`src/rtl/noc_ni_pkg.sv`:
```
// Shared definitions for the LOCAL-port network interface: flit geometry,
// field positions and the saturating counter helper.
package noc_ni_pkg;

  localparam int ADDR_W    = 3;
  localparam int FLIT_W    = 32;
  localparam int PAYLOAD_W = 26;

  // Flit layout, identical for inject and eject: {payload, src, dst}
  localparam int DST_LSB = 0;
  localparam int DST_MSB = 2;
  localparam int SRC_LSB = 3;
  localparam int SRC_MSB = 5;
  localparam int PL_LSB  = 6;
  localparam int PL_MSB  = 31;

  localparam int DROP_W  = 8;

  // Increment v, holding at the all-ones value of a w-bit counter (w <= 32).
  function automatic logic [31:0] sat_inc(input logic [31:0] v, input int unsigned w);
    logic [32:0] lim;
    lim = (33'd1 << w) - 33'd1;
    return ({1'b0, v} >= lim) ? v : v + 32'd1;
  endfunction

endpackage

```
`src/rtl/noc_local_ni_eject_fifo.sv`:
```
// Eject buffer for the router's LOCAL output. The router cannot be stalled,
// so a flit arriving with no room is dropped and counted; the host side is a
// first-word-fall-through valid/ready interface.
module ni_eject_fifo
  import noc_ni_pkg::*;
#(
  parameter int EJ_DEPTH = 4,
  parameter int DATA_W   = 29
) (
  input  logic              clk,
  input  logic              rst_n,
  input  logic              i_wr_req,
  input  logic [DATA_W-1:0] i_wr_data,
  output logic              o_rx_valid,
  input  logic              i_rx_ready,
  output logic [DATA_W-1:0] o_head,
  output logic [DROP_W-1:0] o_drop_count,
  output logic              o_overflow
);

  localparam int PTR_W = $clog2(EJ_DEPTH);
  localparam int OCC_W = PTR_W + 1;

  logic [DATA_W-1:0] r_mem [EJ_DEPTH];
  logic [PTR_W-1:0]  r_rd_ptr;
  logic [PTR_W-1:0]  r_wr_ptr;
  logic [OCC_W-1:0]  r_count;
  logic [DROP_W-1:0] r_drop_count;
  logic              r_overflow;

  logic              w_pop;
  logic              w_full;
  logic              w_wr;
  logic              w_drop;
  logic [OCC_W-1:0]  w_count_nxt;

  assign o_rx_valid = (r_count != '0);
  assign w_pop      = o_rx_valid & i_rx_ready;
  assign w_full     = (r_count == OCC_W'(EJ_DEPTH));
  // A full FIFO still accepts a flit when the head leaves in the same cycle.
  assign w_wr       = i_wr_req & (~w_full | w_pop);
  assign w_drop     = i_wr_req & ~w_wr;

  assign o_head       = o_rx_valid ? r_mem[r_rd_ptr] : '0;
  assign o_drop_count = r_drop_count;
  assign o_overflow   = r_overflow;

  // Next occupancy: write and pop together leave it unchanged.
  always_comb begin
    // NOTE: default assignment first so every path drives the signal and no latch is inferred.
    w_count_nxt = r_count;
    if (w_wr && !w_pop)      w_count_nxt = r_count + OCC_W'(1);
    else if (!w_wr && w_pop) w_count_nxt = r_count - OCC_W'(1);
  end

  // Pointers, occupancy and drop bookkeeping.
  always_ff @(posedge clk or negedge rst_n) begin
    if (!rst_n) begin
      // NOTE: sequential state uses non-blocking assignments so all registers update from pre-edge values.
      r_rd_ptr     <= '0;
      r_wr_ptr     <= '0;
      r_count      <= '0;
      r_drop_count <= '0;
      r_overflow   <= 1'b0;
    end else begin
      r_count <= w_count_nxt;
      if (w_wr)  r_wr_ptr <= r_wr_ptr + PTR_W'(1);
      if (w_pop) r_rd_ptr <= r_rd_ptr + PTR_W'(1);
      if (w_drop) begin
        r_drop_count <= DROP_W'(sat_inc(32'(r_drop_count), DROP_W));
        r_overflow   <= 1'b1;
      end
    end
  end

  // Flit storage.
  // NOTE: the storage array is not reset; occupancy gates every read, so stale entries are never observed.
  always_ff @(posedge clk) begin
    if (w_wr) r_mem[r_wr_ptr] <= i_wr_data;
  end

endmodule

```
`src/rtl/noc_local_ni.sv`:
```
// Network interface at the LOCAL port of a mesh router: packs host requests
// into flits for the router and buffers ejected flits for the host.
// Optional build macro NOC_NI_DST_CHECK_EN adds a destination check on
// ejected flits with a misroute_count output.
module noc_local_ni
  import noc_ni_pkg::*;
#(
  parameter logic [ADDR_W-1:0] NODE_ADDR = 3'b001,
  parameter int                EJ_DEPTH  = 4,
  parameter int                CNT_W     = 16
) (
  input  logic                 clk,
  input  logic                 rst_n,
  input  logic                 tx_valid,
  output logic                 tx_ready,
  input  logic [ADDR_W-1:0]    tx_dst,
  input  logic [PAYLOAD_W-1:0] tx_payload,
  output logic [FLIT_W-1:0]    noc_data_out,
  output logic                 noc_valid_out,
  input  logic                 noc_full_in,
  input  logic [FLIT_W-1:0]    noc_data_in,
  input  logic                 noc_valid_in,
  output logic                 rx_valid,
  input  logic                 rx_ready,
  output logic [ADDR_W-1:0]    rx_src,
  output logic [PAYLOAD_W-1:0] rx_payload,
  output logic [CNT_W-1:0]     tx_count,
  output logic [DROP_W-1:0]    drop_count,
  output logic                 overflow
`ifdef NOC_NI_DST_CHECK_EN
  ,
  output logic [DROP_W-1:0]    misroute_count
`endif
);

  // The eject FIFO stores only src and payload; dst is consumed on arrival.
  localparam int HEAD_W = FLIT_W - SRC_LSB;

  logic [FLIT_W-1:0] r_tx_buf;
  logic              r_tx_buf_v;
  logic [CNT_W-1:0]  r_tx_count;

  logic              w_send;
  logic              w_hs;
  logic              w_ej_req;
  logic [HEAD_W-1:0] w_head;

  // The router silently drops writes into its full FIFO, so never drive valid while full.
  assign w_send        = r_tx_buf_v & ~noc_full_in;
  assign noc_valid_out = w_send;
  assign noc_data_out  = w_send ? r_tx_buf : '0;
  assign tx_ready      = ~r_tx_buf_v | ~noc_full_in;
  assign w_hs          = tx_valid & tx_ready;
  assign tx_count      = r_tx_count;

  // Inject holding register: reload on handshake (also when sending), clear on a lone send.
  always_ff @(posedge clk or negedge rst_n) begin
    if (!rst_n) begin
      r_tx_buf   <= '0;
      r_tx_buf_v <= 1'b0;
      r_tx_count <= '0;
    end else begin
      if (w_hs) begin
        r_tx_buf   <= {tx_payload, NODE_ADDR, tx_dst};
        r_tx_buf_v <= 1'b1;
      end else if (w_send) begin
        r_tx_buf_v <= 1'b0;
      end
      if (w_send) r_tx_count <= CNT_W'(sat_inc(32'(r_tx_count), CNT_W));
    end
  end

`ifdef NOC_NI_DST_CHECK_EN
  logic              w_dst_ok;
  logic [DROP_W-1:0] r_misroute_count;

  // Destination check takes priority over the FIFO full check.
  assign w_dst_ok       = (noc_data_in[DST_MSB:DST_LSB] == NODE_ADDR);
  assign w_ej_req       = noc_valid_in & w_dst_ok;
  assign misroute_count = r_misroute_count;

  // Count flits addressed to another node.
  always_ff @(posedge clk or negedge rst_n) begin
    if (!rst_n) begin
      r_misroute_count <= '0;
    end else if (noc_valid_in && !w_dst_ok) begin
      r_misroute_count <= DROP_W'(sat_inc(32'(r_misroute_count), DROP_W));
    end
  end
`else
  logic w_unused_dst;

  assign w_ej_req     = noc_valid_in;
  assign w_unused_dst = ^noc_data_in[DST_MSB:DST_LSB];
`endif

  ni_eject_fifo #(
    .EJ_DEPTH (EJ_DEPTH),
    .DATA_W   (HEAD_W)
  ) u_eject_fifo (
    .clk          (clk),
    .rst_n        (rst_n),
    .i_wr_req     (w_ej_req),
    .i_wr_data    (noc_data_in[FLIT_W-1:SRC_LSB]),
    .o_rx_valid   (rx_valid),
    .i_rx_ready   (rx_ready),
    .o_head       (w_head),
    .o_drop_count (drop_count),
    .o_overflow   (overflow)
  );

  assign rx_src     = w_head[SRC_MSB-SRC_LSB:0];
  assign rx_payload = w_head[PL_MSB-SRC_LSB:PL_LSB-SRC_LSB];

endmodule

```
`config.mk`:
```
export PLATFORM = sky130hd
export DESIGN_NAME = noc_local_ni
export DESIGN_NICKNAME = d
export VERILOG_FILES = /design/src/rtl/noc_ni_pkg.sv /design/src/rtl/noc_local_ni_eject_fifo.sv /design/src/rtl/noc_local_ni.sv
export SDC_FILE = /design/constraint.sdc
export NUM_CORES = 1
export LEC_CHECK = 0
export CORE_ASPECT_RATIO = 1.4
export CORE_MARGIN = 3
export CORE_UTILIZATION = 63
export CTS_CLUSTER_DIAMETER = 40
export CTS_CLUSTER_SIZE = 40
export DETAILED_ROUTE_END_ITERATION = 8
export DONT_BUFFER_PORTS = 1
export PLACE_DENSITY = 0.8
export REMOVE_ABC_BUFFERS = 1
export SLEW_MARGIN = 20
export SYNTH_ARGS = -nofsm -noshare
export SYNTH_HDL_FRONTEND = slang
export SYNTH_SLANG_ARGS = --single-unit
```
`constraint.sdc`:
```
create_clock -name clk -period 2.75 [get_ports clk]
set_input_delay 0.4125 -clock clk [delete_from_list [all_inputs] [get_ports clk]]
set_output_delay 0.4125 -clock clk [all_outputs]
set_load 0.005 [all_outputs]
```
==> qor.yml, run 1 <==
die:
  die_w_um: 97.21
  initial_core_util_pct: 64.71
  ioPinCount: 156
  die_area_um2: 13000
  fp-row-count: 46
  core_um2: 11340
  die_h_um: 133.7
sta:
  clock.fmax_mhz: 407.3
  rsz0062_at_grt: "no"
  setup_ws_ns: 0.2951
  tightest_slew_ns: 0.5992
  maxSlewHeadroom_pct: 59.69
  slew_viol_final: 0
  finClkSkew_ns: 0.01136
  finalHoldViolCount: 0
  setup_tns_ns: 0
  period_needed_ns: 2.455
  finalCritPeriodShare_pct: 89.27
  finalSetupViolations: 0
place:
  routabilityCongestion: 0.7532
  pre_cts_ws_ns: 0.4893
  hpwl_um: 8907
  io_buffers: 0
synth:
  synth_edf_count: 116
  synth-seq-area-share_pct: 68.96
  yosysUniqueCellTypes: 39
  netlist_area_um2: 7337
  synth-async-reset-ratio_pct: 35.20
  synth_seq_cells: 179
  yosys_warnings: 0
  synth_top_flop_cell: "edfxtp_1"
  synth_area_per_cell_um2: 16.94
  syn_inst: 433
worst_setup_path:
  slowest_stage: "dfrtp_2"
  slowest_delay_ns: 0.67
  startpoint_type: "register"
  cp.arrival_ns: 2.04
  worstSetupPathType: "reg -> out"
  required_ns: 2.34
  end_kind: "output port"
  r2r_cells: 8
  path_max_fanout: 13
  worstPathCellList: "buf_4, mux4_2, and2_1"
clocking:
  postCtsSetupRepairBufs: 0
  h-tree-depth: 4
  clk_transition_reported_paths_ns: 0.07
  cts-resized-gates: 0
  clock_latency_ns: 0.41
  clockBufferDepth: 2
  cts.sinks: 179
  cts_tree: "built"
  clockRootBuffer: "clkbuf_16"
  cts_made_buffers: 17
power:
  cellLeakagePower_uw: 0.003066
  power_uw: 8217
  power_density_nw_per_um2: 999.6
  irDropWorstVdd_uv: 598.7
routing:
  vias: 3665
  wirelength_um: 13500
  drt_iter0_markers: 147
  routedWlPerCell_um: 22.35
  dr.pass1.iters: 4
  route.detailed.drc: 0
  vias_per_cell: 6.068
  ant_nets: 0
global_routing:
  overflow: 0
  grt_pass1_vias: 4097
  antenna_found_initial: 0
  grt_pass1_wl_um: 21850
  grt_usage_pct: 21.95
  grt_start_max_net_pins: 64
final_layout:
  drive_gt1_share_pct: 25.22
  antenna_cells: 0
  area_growth_pct: 12.04
  final_nets: 522
min_path:
  hp-class: "in -> reg"
  hold_depth: 0
outcome:
  outcome: "complete, no violations"
run:
  maxCapViolCount: 0
kinds of logic (layout without fill, tap and decap cells):
logic type      count (synthesis)  in the layout  share of synthesized area [%]
flops                         179            179                          68.96
simple gates                  124            124                          10.37
mux                            64             64                          14.27
buf+inv                        25             51                          1.432
xor+xnor                       22             22                          2.626
compound gates                 10             10                         0.8187
fa+ha+maj                       8              8                          1.467
other cells                     1              2                        0.05111
placed cells by master, fill, tap and decap left out, types with 3 or more instances in the layout:
master,n
mux2_2,35
clkbuf_16,17
nor3_1,6
o21ai_0,4
xor2_1,16
bufinv_16,5
ha_1,7
nand4_1,4
dfrtp_1,62
inv_6,4
nor2_1,11
nand2_1,10
and2_1,64
nand2b_1,3
mux4_2,29
edfxtp_1,116
buf_4,9
xnor2_1,6
nand3_1,9
inv_1,7
nor4_1,3
final cells by class:
type | instances | area, um^2
Inverter | 7 | 26.28
Clock buffer | 18 | 429.2
Clock inverter | 14 | 222.7
Timing Repair Buffer | 12 | 125.1
Multi-Input combinational cell | 230 | 2176
Fill cell | 704 | 3118
Tap cell | 144 | 180.2
Sequential cell | 179 | 5061
registers in the layout, summed over array words and instances, names as in the netlist:
signal and flops:
tx_count 16, u_eject_fifo.r_mem 116, r_tx_buf_v 1, u_eject_fifo.o_overflow 1, u_eject_fifo.r_rd_ptr 2, r_tx_buf 30, u_eject_fifo.o_drop_count 8, u_eject_fifo.r_wr_ptr 2
u_eject_fifo.r_count 3
critical path, delay by kind of cell (launching register included):
family,cells,cell delay [ns]
mux,1,0.51
flops,1,0.67
simple gates,1,0.19
buf+inv,1,0.27
metal layers:
metal	vias up	track usage, %	wire length (um)
met5	-	0	0
met4	0	6.167	85
met3	6	7.910	1073
met2	144	38.56	7417
met1	1890	25.53	4924
li1	1625	-	-
worst paths after layout:
kind	startpoint	endpoint	slack, ns
worst max-delay path	u_eject_fifo.r_rd_ptr[0]	rx_payload[9]	0.30
worst min-delay path	noc_data_in[31]	u_eject_fifo.r_mem[2][28]	0.09
worst max register to register	u_eject_fifo.r_count[2]	u_eject_fifo.r_count[2]	0.49
worst min register to register	r_tx_buf[3]	r_tx_buf[3]	0.47
max in group asynchronous	rst_n	u_eject_fifo.r_rd_ptr[0]	1.94
min in group asynchronous	rst_n	tx_count[1]	0.52
synth_stat cells, types with 3 or more instances:
| master | instances | area (um^2) |
|---|---|---|
| nand3_1 | 9 | 45.04 |
| inv_1 | 7 | 26.28 |
| o21ai_0 | 4 | 20.02 |
| and2_1 | 64 | 400.4 |
| clkbuf_1 | 13 | 48.80 |
| nand2b_1 | 3 | 18.77 |
| buf_2 | 3 | 15.01 |
| nor3_1 | 6 | 30.03 |
| nor2_1 | 11 | 41.29 |
| nand4_1 | 4 | 25.02 |
| nor4_1 | 3 | 18.77 |
| ha_1 | 7 | 87.58 |
| edfxtp_1 | 116 | 3483 |
| mux2_2 | 35 | 394.1 |
| xor2_1 | 16 | 140.1 |
| xnor2_1 | 6 | 52.55 |
| nand2_1 | 10 | 37.54 |
| dfrtp_1 | 63 | 1577 |
| mux4_2 | 29 | 653.1 |
stage by stage:
stage | instances | hold WS, ns | instance area [um^2] | utilization (%)
global placement | 570 | 0.1185 | 7531 | 66.42
detailed placement | 570 | 0.1185 | 7531 | 66.42
floorplan | 416 | 0.1169 | 7262 | -
finish | 604 | 0.09414 | 8220 | 72.50
CTS | 604 | 0.07617 | 8220 | 72.50
global route | 604 | 0.06611 | 8220 | 72.50
timing repair:
item | CTS | global route
hold endpoints to repair | 63 | 0
endpoints found under the setup margin | 0 | 0
hold buffers | 2 | 0
report_power, final:
| part | switching (uW) | internal, uW |
|---|---|---|
| Combinational | 903 | 921 |
| Clock | 1000 | 1630 |
| Sequential | 327 | 3430 |
Power figures use the tool's default switching activity.
==> inputs of run 2 (changes only) <==
CORE_UTILIZATION = 45   (was 63)
CTS_BUF_LIST = sky130_fd_sc_hd__clkbuf_8   (was not set)
PLACE_DENSITY = 0.61   (was 0.8)
==> run 2 against run 1 <==
Against the previous run: non-clock buffer count shrank 1; final cell count grew 8.4%; clock power shrank 32%; critical path type unchanged.
==> qor.yml, run 2 (synthesis gave the netlist of run 1 again) <==
worst_setup_path:
  worstPathCellList: "buf_4, mux4_2, and2_1"
  worstSetupPathType: "reg -> out"
  r2r_cells: 6
  regToRegEndpoint: "u_eject_fifo.r_count[1]"
  crit_family: "flip-flops"
  cp.arrival_ns: 1.86
  slowest_stage: "dfrtp_1"
  slowest_delay_ns: 0.41
  r2r_setup_slack_ns: 0.50
  end_kind: "output port"
  startpoint_type: "register"
  path_max_fanout: 28
  required_ns: 2.34
  path_buf_inv: 1
  worstReg2RegStart: "u_eject_fifo.r_count[1]"
global_routing:
  busiest_layer: "met2"
  use_met1_pct: 17.48
  grtUsageMet2_pct: 26.71
  grt_pass1_vias: 3860
  overflow: 0
  use_met3_pct: 6.654
  grt_start_max_net_pins: 64
  grt_usage_pct: 15.67
  antenna_found_initial: 0
  grt_pass1_wl_um: 21060
final_layout:
  final_nets: 521
  area_growth_pct: 9.635
  top_register: "u_eject_fifo.r_mem"
  drive_gt1_share_pct: 25.49
  antenna_cells: 0
  largest_reg_flops: 116
  final_cell_mix: "116 x edfxtp_1, 62 x dfrtp_1, 60 x and2_1"
  stdcell_count: 655
  fill_cells: 1341
  final_common_cell: "edfxtp_1"
power:
  irDropWorstVdd_uv: 425.4
  cellLeakagePower_uw: 0.002958
  power_uw: 7375
  power_density_nw_per_um2: 916.9
place:
  hpwl_um: 8703
  io_buffers: 0
  pre_cts_ws_ns: 0.4850
  routabilityCongestion: 0.7607
  dp_cells: 621
clocking:
  cts.sinks: 179
  clock_latency_ns: 0.44
  postCtsSetupRepairBufs: 0
  clockBufferDepth: 2
  h-tree-depth: 4
  cts_hold_buf: 2
  clk_transition_reported_paths_ns: 0.09
  cts_made_buffers: 17
  clockRootBuffer: "clkbuf_8"
  cts_tree: "built"
  cts-resized-gates: 0
routing:
  wirelength_um: 13580
  route.detailed.drc: 0
  routedWlPerCell_um: 20.74
  vias: 3574
  dr.pass1.iters: 4
  vias_per_cell: 5.456
  ant_nets: 0
  drt_iter0_markers: 215
sta:
  tightest_slew_ns: 0.6713
  period_needed_ns: 2.272
  slew_viol_final: 0
  setup_ws_ns: 0.4777
  finClkSkew_ns: 0.007739
  rsz0062_at_grt: "no"
  finalHoldViolCount: 0
  clock.fmax_mhz: 440.1
  setup_tns_ns: 0
  finalSetupViolations: 0
  finalCritPeriodShare_pct: 82.63
  maxSlewHeadroom_pct: 54.83
die:
  core_um2: 15810
  die_h_um: 157.1
  die_area_um2: 17890
  initial_core_util_pct: 46.41
  ioPinCount: 156
  die_w_um: 113.9
  fp-row-count: 54
min_path:
  min-delay-start: "noc_data_in[28]"
  hold_end: "u_eject_fifo.r_mem[2][25]"
  hold_depth: 0
  hp-class: "in -> reg"
outcome:
  outcome: "complete, no violations"
run:
  maxCapViolCount: 0
-- run 2: changes by cell type in the layout (fill, tap and decap cells not counted), moves of 2 or more --
cell       delta
clkbuf_16    -17
clkbuf_8     +17
inv_6         -3
and2_2        +4
and2_1        -4
inv_1         +2
buf_4         -2
bufinv_16     -2
-- run 2: worst max-delay path by stage --
stage,from,endpoint,slack (ns),cells after the start
floorplan,u_eject_fifo.r_rd_ptr[0],rx_payload[0],0.23,2
global placement,u_eject_fifo.r_count[1],u_eject_fifo.r_count[1],0.58,6
detailed placement,u_eject_fifo.r_count[0],u_eject_fifo.r_count[1],0.49,6
CTS,u_eject_fifo.r_rd_ptr[1],rx_payload[6],0.40,3
global route,u_eject_fifo.r_count[2],u_eject_fifo.r_count[2],0.33,8
finish,u_eject_fifo.r_rd_ptr[1],rx_payload[6],0.48,3
-- run 2: area by class of cell --
type	instances	area (um^2)	share of cell area [%]
clock inverter	15	166.4	2.069
multi-input combinational	230	2181	27.11
clock buffer	17	234.0	2.909
tap	196	245.2	3.049
inverter	7	26.28	0.3266
timing repair buffer	11	130.1	1.618
sequential	179	5061	62.92
-- run 2: power breakdown --
| group | total (uW) | switching [uW] | leakage (uW) | internal (uW) |
|---|---|---|---|---|
| clock network | 1790 | 896 | 0.000208 | 893 |
| registers | 3690 | 263 | 0.00183 | 3430 |
| logic | 1900 | 969 | 0.000921 | 927 |
-- run 2: layer usage --
layer  vias to the layer above  routed length, um
met3                        11               1312
met1                      1780               5176
met2                       157               6940
li1                       1626                  -
met5                         -                  0
met4                         0                155
-- run 2: through the flow --
step           hold slack, ns  instance area, um^2  util (%)
2_1_floorplan          0.1169                 7262         -
3_3_place_gp           0.1185                 7606     48.11
3_5_place_dp           0.1185                 7606     48.11
4_1_cts               0.01376                 8044     50.88
5_1_grt              0.009453                 8044     50.88
6_report              0.05965                 8044     50.88
==> inputs of run 3 (changes only) <==
clock period = 2.2 ns   (was 2.75 ns; I/O delays follow)
==> run 3 against run 2 <==
Against the previous run: global-route usage rose by 0.67 points; register-to-register slack got worse by 0.36 ns; core utilization rose by 4.7 points; die area did not move; sequential share of layout area fell by 5.3 points; design area rose by 9.2%; sequential cell count did not move; critical endpoint is now rx_payload[22]; clock-buffer cell count did not move; critical path depth rose by 1.
==> qor.yml, run 3 (synthesis gave the netlist of run 1 again) <==
place:
  routabilityCongestion: 0.7494
  dp_cells: 621
  io_buffers: 0
  hpwl_um: 8771
clocking:
  h-tree-depth: 4
  clockRootBuffer: "clkbuf_8"
  clockBufferDepth: 2
  clock_latency_ns: 0.45
  clk_transition_reported_paths_ns: 0.09
  cts.sinks: 179
  cts_made_buffers: 17
  cts_tree: "built"
worst_setup_path:
  startpoint: "u_eject_fifo.r_rd_ptr[0]"
  required_ns: 1.87
  r2r_cells: 8
  cp.arrival_ns: 1.81
  crit_path_end: "rx_payload[22]"
  startpoint_type: "register"
  r2r_setup_slack_ns: 0.14
  path_max_fanout: 8
  worstReg2RegStart: "u_eject_fifo.r_count[2]"
  regToRegEndpoint: "u_eject_fifo.r_count[2]"
  end_kind: "output port"
  worstSetupPathType: "reg -> out"
routing:
  dr.pass1.iters: 4
  routedWlPerCell_um: 19.56
  vias: 3851
  route.detailed.drc: 0
  ant_nets: 0
  drt_iter0_markers: 212
  vias_per_cell: 5.334
  wirelength_um: 14120
sta:
  clock.fmax_mhz: 467.9
  finalSetupViolations: 0
  whs_ns: 0.03953
  finalCritPeriodShare_pct: 97.15
  period_needed_ns: 2.137
  maxSlewHeadroom_pct: 45.45
  finalHoldViolCount: 0
  tightest_slew_ns: 0.8182
  slew_viol_final: 0
  finClkSkew_ns: 0.01349
  rsz0062_at_grt: "yes"
global_routing:
  overflow: 0
  antenna_found_initial: 1
  grt_pass1_wl_um: 22580
  grt_start_max_net_pins: 64
  grt_usage_pct: 16.33
  grt_pass1_vias: 4325
final_layout:
  seq_area_um2: 5062
  final_cell_mix: "116 x edfxtp_1, 61 x dfrtp_1, 60 x dlygate4sd3_1"
  largest_reg_flops: 116
  fill_cells: 1279
  multiInputGateArea_um2: 2238
  top_register: "u_eject_fifo.r_mem"
  drive_gt1_share_pct: 28.00
  final_nets: 587
  final_common_cell: "edfxtp_1"
  area_growth_pct: 19.68
  stdcell_count: 722
power:
  power_density_nw_per_um2: 1109
  cellLeakagePower_uw: 0.003286
  irDropWorstVdd_uv: 762.3
  power_uw: 9738
die:
  die_area_um2: 17890
  core_um2: 15810
  die_w_um: 113.9
  initial_core_util_pct: 46.41
  fp-row-count: 54
  ioPinCount: 156
  die_h_um: 157.1
min_path:
  hp-class: "in -> reg"
outcome:
  outcome: "complete, no violations"
run:
  maxCapViolCount: 0
[run 3: area by class of cell]
cell class | instances | area share [%]
Multi-Input combinational cell | 230 | 25.49
Timing Repair Buffer | 77 | 9.476
Antenna cell | 1 | 0.02850
Sequential cell | 179 | 57.65
Clock inverter | 15 | 1.596
Clock buffer | 17 | 2.665
Inverter | 7 | 0.2992
Tap cell | 196 | 2.793
[run 3: repair_timing]
| item | CTS | global route |
|---|---|---|
| endpoints found under the setup margin | 25 | 22 |
| gates cloned | 0 | 3 |
| hold endpoints to repair | 207 | 2 |
| buffers inserted | 2 | 2 |
| gates resized for setup | 17 | 9 |
| hold buffers | 59 | 2 |
[run 3: worst min-delay path by stage]
stage,cells past startpoint,endpoint,slack [ns],start
detailed placement,0,r_tx_buf[0],0.04,rst_n
global route,1,r_tx_buf[26],0.003,tx_payload[20]
CTS,2,u_eject_fifo.r_rd_ptr[1],0.001,rx_ready
finish,1,r_tx_buf[26],0.04,tx_payload[20]
floorplan,0,r_tx_buf[0],0.03,rst_n
global placement,0,r_tx_buf[0],0.04,rst_n
[run 3: where the power goes]
part	internal [uW]	switching (uW)	leakage [uW]
registers	4290	340	0.00183
logic	1660	1320	0.00127
clock network	994	1140	0.000186
total	6950	2790	0.00329
[run 3: per-layer routing]
layer | track usage, % | part of all wire [%]
met3 | 6.462 | 6.8
met1 | 19.14 | 40
met2 | 28.08 | 52
met5 | 0 | 0
met4 | 4.414 | 0.86
[run 3: critical path, cell delays in order, from the launching register on]
cell       delay, ns
dfrtp_2         0.38
buf_12          0.14
clkbuf_16       0.16
mux4_2          0.50
and2_4          0.18
[run 3: stage by stage]
stage          instance area [um^2]  utilization [%]  setup WS [ns]  TNS (ns)
4_1_cts                        8646            54.68       -0.03075   -0.2007
2_1_floorplan                  7262                -        -0.2423    -7.059
6_report                       8781            55.54        0.06270         0
3_3_place_gp                   7606            48.11         0.1564         0
5_1_grt                        8781            55.54       -0.01668  -0.07835
3_5_place_dp                   7606            48.11         0.1170         0
